--- config.mk ---
export PLATFORM = sky130hd
export DESIGN_NAME = uart_tx_arbiter_flat
export DESIGN_NICKNAME = d
export VERILOG_FILES = /design/src/rtl/uart_tx_arbiter_if.sv /design/src/rtl/uart_tx_arbiter.sv /design/src/flat_wrapper.sv
export SDC_FILE = /design/constraint.sdc
export NUM_CORES = 1
export LEC_CHECK = 0
export ABC_AREA = 1
export CORE_ASPECT_RATIO = 0.75
export CORE_MARGIN = 3
export CORE_UTILIZATION = 40
export CTS_CLUSTER_SIZE = 12
export DETAILED_ROUTE_END_ITERATION = 10
export GPL_ROUTABILITY_DRIVEN = 1
export HOLD_SLACK_MARGIN = 0.15
export PLACE_DENSITY = 0.64
export SETUP_SLACK_MARGIN = 0.2
export SYNTH_ARGS = -nofsm -noshare
export SYNTH_HDL_FRONTEND = slang
export SYNTH_SLANG_ARGS = --single-unit
--- constraint.sdc ---
create_clock -name clk -period 2.6 [get_ports clk]
set_input_delay 0.78 -clock clk [delete_from_list [all_inputs] [get_ports clk]]
set_output_delay 0.78 -clock clk [all_outputs]
set_load 0.05 [all_outputs]
--- src/rtl/uart_tx_arbiter_if.sv ---
// Request/transmit bundle between the requesters, the arbiter and UART_TX.
// master = arbiter side, slave = requesters plus transmitter side.
interface uart_tx_arbiter_if #(
  parameter int DATA_WIDTH = 8
);
  logic                    RF_RdData_Valid;
  logic [DATA_WIDTH-1:0]   RF_RdData;
  logic                    ALU_OUT_Valid;
  logic [2*DATA_WIDTH-1:0] ALU_OUT;
  logic                    busy;
  logic [DATA_WIDTH-1:0]   TX_P_DATA;
  logic                    TX_D_VLD;

  modport master (
    input  RF_RdData_Valid, RF_RdData, ALU_OUT_Valid, ALU_OUT, busy,
    output TX_P_DATA, TX_D_VLD
  );

  modport slave (
    output RF_RdData_Valid, RF_RdData, ALU_OUT_Valid, ALU_OUT, busy,
    input  TX_P_DATA, TX_D_VLD
  );
endinterface

--- src/rtl/uart_tx_arbiter.sv ---
// Round-robin sharing of UART_TX between RF read data (1 byte) and ALU result (2 bytes).
// Optional WAIT_HI timeout enabled by defining UART_ARB_TIMEOUT_EN.
module uart_tx_arbiter #(
  parameter int DATA_WIDTH  = 8,
  parameter int TIMEOUT_CYC = 4
) (
  input  logic              clk,
  input  logic              rst,
  uart_tx_arbiter_if.master bus,
  input  logic              clr_ovf,
  output logic              arb_busy,
  output logic              ovf,
  output logic              tmo_err
);

  if (TIMEOUT_CYC < 1) begin : g_tmo_chk
    $error("TIMEOUT_CYC must be at least 1");
  end

  typedef enum logic [1:0] {IDLE, LOAD, WAIT_HI, WAIT_LO} state_t;

  state_t                  state, state_nx;
  logic                    rf_full, alu_full;
  logic [DATA_WIDTH-1:0]   rf_buf;
  logic [2*DATA_WIDTH-1:0] alu_buf;
  logic                    grant_alu, grant_alu_nx;
  logic                    last_alu, last_alu_nx;
  logic                    byte_idx, byte_idx_nx;
  logic                    rf_free, alu_free;
  logic                    ovf_set;
  logic [DATA_WIDTH-1:0]   load_data;

`ifdef UART_ARB_TIMEOUT_EN
  localparam int TW = (TIMEOUT_CYC > 1) ? $clog2(TIMEOUT_CYC) : 1;
  localparam logic [TW-1:0] TMO_LAST = TW'(TIMEOUT_CYC - 1);
  logic [TW-1:0] tmo_cnt;
  logic          tmo_fire;
`endif

  always_comb begin
    state_nx     = state;
    grant_alu_nx = grant_alu;
    last_alu_nx  = last_alu;
    byte_idx_nx  = byte_idx;
    rf_free      = 1'b0;
    alu_free     = 1'b0;
`ifdef UART_ARB_TIMEOUT_EN
    tmo_fire     = 1'b0;
`endif
    case (state)
      IDLE: begin
        if (!bus.busy && (rf_full || alu_full)) begin
          state_nx     = LOAD;
          // ALU wins when alone, or on a tie when RF was served last
          grant_alu_nx = alu_full && (!rf_full || !last_alu);
          last_alu_nx  = grant_alu_nx;
          byte_idx_nx  = 1'b0;
        end
      end
      LOAD: state_nx = WAIT_HI;
      WAIT_HI: begin
        if (bus.busy) begin
          state_nx = WAIT_LO;
        end
`ifdef UART_ARB_TIMEOUT_EN
        else if (tmo_cnt == TMO_LAST) begin
          tmo_fire = 1'b1;
          state_nx = IDLE;
          rf_free  = !grant_alu;
          alu_free = grant_alu;
        end
`endif
      end
      WAIT_LO: begin
        if (!bus.busy) begin
          if (grant_alu && !byte_idx) begin
            byte_idx_nx = 1'b1;
            state_nx    = LOAD;
          end else begin
            rf_free  = !grant_alu;
            alu_free = grant_alu;
            state_nx = IDLE;
          end
        end
      end
      default: state_nx = IDLE;
    endcase
  end

  always_comb begin
    load_data = rf_buf;
    if (grant_alu_nx) begin
      load_data = byte_idx_nx ? alu_buf[2*DATA_WIDTH-1:DATA_WIDTH]
                              : alu_buf[DATA_WIDTH-1:0];
    end
  end

  // A buffer released on this edge may take a new request on the same edge
  assign ovf_set = (bus.RF_RdData_Valid && rf_full && !rf_free) ||
                   (bus.ALU_OUT_Valid && alu_full && !alu_free);

  assign arb_busy = rf_full || alu_full || (state != IDLE);

  always_ff @(posedge clk or negedge rst) begin
    if (!rst) begin
      state         <= IDLE;
      grant_alu     <= 1'b0;
      last_alu      <= 1'b1;
      byte_idx      <= 1'b0;
      rf_full       <= 1'b0;
      alu_full      <= 1'b0;
      rf_buf        <= '0;
      alu_buf       <= '0;
      ovf           <= 1'b0;
      bus.TX_P_DATA <= '0;
      bus.TX_D_VLD  <= 1'b0;
    end else begin
      state     <= state_nx;
      grant_alu <= grant_alu_nx;
      last_alu  <= last_alu_nx;
      byte_idx  <= byte_idx_nx;

      if (bus.RF_RdData_Valid && (!rf_full || rf_free)) begin
        rf_buf  <= bus.RF_RdData;
        rf_full <= 1'b1;
      end else if (rf_free) begin
        rf_full <= 1'b0;
      end

      if (bus.ALU_OUT_Valid && (!alu_full || alu_free)) begin
        alu_buf  <= bus.ALU_OUT;
        alu_full <= 1'b1;
      end else if (alu_free) begin
        alu_full <= 1'b0;
      end

      if (ovf_set) begin
        ovf <= 1'b1;
      end else if (clr_ovf) begin
        ovf <= 1'b0;
      end

      bus.TX_D_VLD <= (state_nx == LOAD);
      if (state_nx == LOAD) begin
        bus.TX_P_DATA <= load_data;
      end
    end
  end

`ifdef UART_ARB_TIMEOUT_EN
  always_ff @(posedge clk or negedge rst) begin
    if (!rst) begin
      tmo_cnt <= '0;
      tmo_err <= 1'b0;
    end else begin
      tmo_cnt <= (state == WAIT_HI && state_nx == WAIT_HI) ? tmo_cnt + 1'b1 : '0;
      if (tmo_fire) begin
        tmo_err <= 1'b1;
      end else if (clr_ovf) begin
        tmo_err <= 1'b0;
      end
    end
  end
`else
  assign tmo_err = 1'b0;
`endif

endmodule

--- src/flat_wrapper.sv ---
// flat-port wrapper written by rule: the top's interface ports become plain ports
module uart_tx_arbiter_flat 
#(
  parameter int DATA_WIDTH  = 8,
  parameter int TIMEOUT_CYC = 4
)
  (clk, rst, clr_ovf, arb_busy, ovf, tmo_err, bus_RF_RdData_Valid, bus_RF_RdData, bus_ALU_OUT_Valid, bus_ALU_OUT, bus_busy, bus_TX_P_DATA, bus_TX_D_VLD);
  uart_tx_arbiter_if #(.DATA_WIDTH(DATA_WIDTH)) bus_i ();
  input  logic clk;
  input  logic rst;
  input  logic clr_ovf;
  output logic arb_busy;
  output logic ovf;
  output logic tmo_err;
  input wire logic [$bits(bus_i.RF_RdData_Valid)-1:0] bus_RF_RdData_Valid;
  input wire logic [$bits(bus_i.RF_RdData)-1:0] bus_RF_RdData;
  input wire logic [$bits(bus_i.ALU_OUT_Valid)-1:0] bus_ALU_OUT_Valid;
  input wire logic [$bits(bus_i.ALU_OUT)-1:0] bus_ALU_OUT;
  input wire logic [$bits(bus_i.busy)-1:0] bus_busy;
  output wire logic [$bits(bus_i.TX_P_DATA)-1:0] bus_TX_P_DATA;
  output wire logic [$bits(bus_i.TX_D_VLD)-1:0] bus_TX_D_VLD;
  assign bus_i.RF_RdData_Valid = bus_RF_RdData_Valid;
  assign bus_i.RF_RdData = bus_RF_RdData;
  assign bus_i.ALU_OUT_Valid = bus_ALU_OUT_Valid;
  assign bus_i.ALU_OUT = bus_ALU_OUT;
  assign bus_i.busy = bus_busy;
  assign bus_TX_P_DATA = bus_i.TX_P_DATA;
  assign bus_TX_D_VLD = bus_i.TX_D_VLD;
  uart_tx_arbiter #(.DATA_WIDTH(DATA_WIDTH), .TIMEOUT_CYC(TIMEOUT_CYC)) u_core (.clk(clk), .rst(rst), .bus(bus_i), .clr_ovf(clr_ovf), .arb_busy(arb_busy), .ovf(ovf), .tmo_err(tmo_err));
endmodule
---- After elaboration in Yosys (flattened, before gate mapping) ----
Index checks and enable logic that the tools add are counted.
storage, ports and cells
  flip-flop bits (word level) ............. 41
  word-level logic and storage cells ...... 69
  output and inout port bits .............. 12
operators by class
  equal/unequal tests ..................... 4
  muxes and demuxes ....................... 25
  reductions and logical operators ........ 29
operators by type and width
  operator                                              count
  two-way mux 1 bit                                     18
  two-way mux 8 bit                                     2
  logical AND 1 bit                                     9
  logical NOT 1 bit                                     8
  case mux 2 bit (4 select lines)                       1
  nonzero test 2 bit                                    4
  logical OR 1 bit                                      6
  two-way mux 2 bit                                     3
  equality test 2 x 1 -> 1 bit (second input constant)  2
  equality test 2 bit (second input constant)           2
  logical NOT 2 bit                                     1
  case mux 1 bit (2 select lines)                       1
  AND reduction 2 bit                                   1

---- Depth between registers and ports, before layout ----
  depth in word-level cells ............... 9
  gate-level depth with buffers ........... 13
  depth with buffers taken out ............ 12

---- Worst setup path before layout ----
Ideal clock, no wire load.
  path kind ............................... register to output
  start point ............................. register u_core.state[0]
  end point ............................... output arb_busy
  arrival ................................. 1080 ps
  data required time ...................... 1820 ps
  cell stages (with the launch flop) ...... 4
  path slack .............................. 740 ps
  path through ............................ dfrtp_1 -> inv_1 -> ha_1 -> nand3_1
between the ends
  cells in the longest elaborated chain, start to end .. 2
ends and longest elaborated chain
  item                    RTL line                RTL
  from (decl)             uart_tx_arbiter.sv:22   state_t state, state_nx;
  from (signal assigned)  uart_tx_arbiter.sv:118  state <= state_nx;
  nonzero test 2 bit      uart_tx_arbiter.sv:102  assign arb_busy = rf_full || alu_full || (state != IDLE);
  logical OR 1 bit        uart_tx_arbiter.sv:102
  to (decl)               flat_wrapper.sv:12      output logic arb_busy;
Every way passes these cells.

---- Worst setup path in the final report ----
  start point ............................. register u_core.bus.TX_P_DATA[6]
  end point ............................... output bus_TX_P_DATA[6]
RTL lines
  item                    RTL line                  RTL
  from (decl)             uart_tx_arbiter_if.sv:16  output TX_P_DATA, TX_D_VLD
  from (signal assigned)  uart_tx_arbiter.sv:145    bus.TX_P_DATA <= load_data;
  to (decl)               flat_wrapper.sv:20        output wire logic [$bits(bus_i.TX_P_DATA)-1:0] bus_TX_P_DATA;
No word-level cell between the ends.

==> flow_summary.ini <==
[worst_setup_path]
cp_top_family = buffers and inverters
crit_arrival_ns = 1.47
reg2reg_depth = 8
crit_chain = clkdlybuf4s50_1
cp_num_cells = 1
timing.rr.start = u_core.state[1]
path_buf_inv = 1
crit_path_end_kind = output pin
slowest_stage = clkdlybuf4s50_1
rrSetupSlack_ns = 0.85
cp.required_ns = 1.82
crit_type = reg -> out
r2r_end = u_core.bus.TX_P_DATA[3]
start_kind = flop
worstPathMaxFanout = 2
cpPeakStageDelay_ns = 0.81

[synth]
yosysSeqAreaShare_pct = 51.6
synth_ff_type = dfrtp_1
synth_area_um2 = 1990
ys_top_cells_by_area = dfrtp_1 (50%), nand2_1 (15%), nand3_1 (8.6%), mux2_2 (4.5%), nor2_1 (3.4%)
yosys_warnings = 0
syn_inst = 228
synth.most_common_cell = nand2_1
synth_nets = 261
netlist.area_leader.share_pct = 50.3
ys_async_sr_fraction_pct = 100
synth_cell_types = 23
synth_seq_cells = 41
avgSynthCellArea_um2 = 8.73
yosysTopAreaCell = dfrtp_1
synth-edff-count = 0
synthTopCellsByCount = nand2_1 (78), dfrtp_1 (40), nand3_1 (34)

[floorplan]
core-area_um2 = 4620
dieWidth_um = 87.4
die_area_um2 = 5860
start_util_pct = 43.0
ioPinCount = 42
rows = 21
die_y_um = 67.1

[clock_network]
hold_buffers = 0
clk_pin_slew_worst_paths_ns = 0.08
cts_num_sinks = 41
cts.root.buffer_cell = clkbuf_8
ctsResizeCount = 0
clk_path_buf_depth = 2
clk_latency_ns = 0.29
cts_setup_buffers = 0
cts_buffers = 5
cts-htree-levels = 2
tritoncts = done

[global_routing]
antenna_found_initial = 0
grt_usage_pct = 15.7
grt_pass1_wl_um = 7140
overflow = 0
grt_max_degree = 42
grt_pass1_vias = 1517

[route]
vias = 1567
dr.pass1.iters = 4
wirelength_um = 4100
ant_nets = 0
viasPerCell = 4.76
drc_errors = 0
drt_iter0_markers = 56
wl_per_cell_um = 12.5

[sta]
maxSlewViolCount = 0
max_freq_mhz = 445
tightest_slew_ns = 0.549
rsz0062_at_grt = no
fin_setup_tns_ns = 0
clock-skew-final_ns = 0.00449
hold_viol = 0
period_minus_slack_ns = 2.25
slew_headroom_pct = 63.3
setup_violations = 0
finalCritPeriodShare_pct = 86.5

[finish]
finalInstanceArea_um2 = 2530
area_growth_pct = 27.4
n_antenna_cell = 0
nNetsFinal = 304
drive_above_1_share_pct = 14.3

[placement]
dpl.hpwl_um = 2990
io_buffers = 40
place_area_um2 = 2420
gp_congestion = 0.786

[min_path]
worst_hold_path.num_cells = 2
whs_endpoint = u_core.last_alu
hp-class = reg -> reg
hold_start = u_core.last_alu

[job]
drv_cap = 0

[power]
p_leak_nw = 1.27
powerDensity_nw_per_um2 = 1200
peakVddDrop_uv = 794

[run_status]
status = completed
layout make-up:
type                       count  area [um2]
inverter                      17        63.8
timing repair buffer          43         415
clock buffer                   7        86.3
multi-input combinational    163         841
tap                           57        71.3
clock inverter                 1        30.0
sequential                    41        1030
fill                         432        2090
placed cells by master (no fill, tap or decap):
cell             synthesis  final
dfrtp_1                 40     40
a21oi_1                  2      2
o21ai_2                  1      1
bufinv_16                0      1
clkdlybuf4s50_1          0     38
mux2_2                   8      8
nand2_4                  3      3
buf_4                    2      4
buf_2                    1      1
o21bai_1                 1      1
inv_1                   15     15
o21ai_4                  2      2
nand3_1                 34     34
nand2_2                  7      7
ha_1                     3      3
nor2_1                  18     18
inv_2                    2      2
nand3_2                  3      3
nand2_1                 78     78
clkbuf_1                 1      1
dfstp_2                  1      1
o22ai_1                  1      1
conb_1                   1      1
clkbuf_8                 0      6
nand4_1                  1      1
state kept, by name (all words and copies together), names as in the netlist:
name,cells
u_core.alu_buf,16
u_core.bus.TX_P_DATA,8
u_core.rf_buf,8
u_core.state,2
u_core.alu_full,1
u_core.bus.TX_D_VLD,1
u_core.byte_idx,1
u_core.grant_alu,1
u_core.last_alu,1
u_core.ovf,1
u_core.rf_full,1
through the flow:
step	utilization [%]	total power, mW	hold WS, ns	worst slack, ns	instances
2_1_floorplan	-	2.19	0.442	0.740	228
3_3_place_gp	52.3	2.52	0.460	0.291	321
3_5_place_dp	52.3	2.54	0.462	0.234	321
4_1_cts	54.8	3.07	0.476	0.337	329
5_1_grt	54.8	3.31	0.487	0.302	329
6_report	54.8	3.04	0.473	0.352	329
kinds of logic (layout without fill, tap and decap cells):
group	after synthesis	count (layout)	synth area share, %
AOI/OAI and AO/OA	7	7	3.27
adders and majority gates	3	3	1.89
buffers and inverters	24	68	6.10
DFF	41	41	51.6
muxes	8	8	4.53
other	1	1	0.188
and+or+nand+nor	144	144	32.4
worst register-to-register path, stage by stage (launching register included):
cell and delay, ns:
dfrtp_1 0.43, ha_1 0.31, nand3_2 0.17, o21ai_4 0.26, nand2_2 0.17, nand2_1 0.09
nand3_1 0.09, nand2_1 0.09, nand2_1 0.04
worst max-delay path by stage:
stage,slack (ns),startpoint,endpoint
2_1_floorplan,0.74,u_core.state[0],arb_busy
3_3_place_gp,0.29,bus_busy,u_core.bus.TX_P_DATA[1]
3_5_place_dp,0.23,bus_busy,u_core.bus.TX_P_DATA[3]
4_1_cts,0.34,u_core.bus.TX_P_DATA[6],bus_TX_P_DATA[6]
5_1_grt,0.30,u_core.bus.TX_P_DATA[6],bus_TX_P_DATA[6]
6_report,0.35,u_core.bus.TX_P_DATA[6],bus_TX_P_DATA[6]
power breakdown:
group	internal, mW	switching, mW
clock network	0.313	0.206
registers	0.932	0.184
logic	0.514	0.888
total	1.76	1.28
layer usage:
metal  part of all wire (%)  global-route usage, %
met1                     54                   24.2
met4                   0.41                   3.45
met3                    6.1                   4.45
met5                      0                      0
met2                     40                   21.1
No activity file was read; power rests on OpenSTA's default activity.
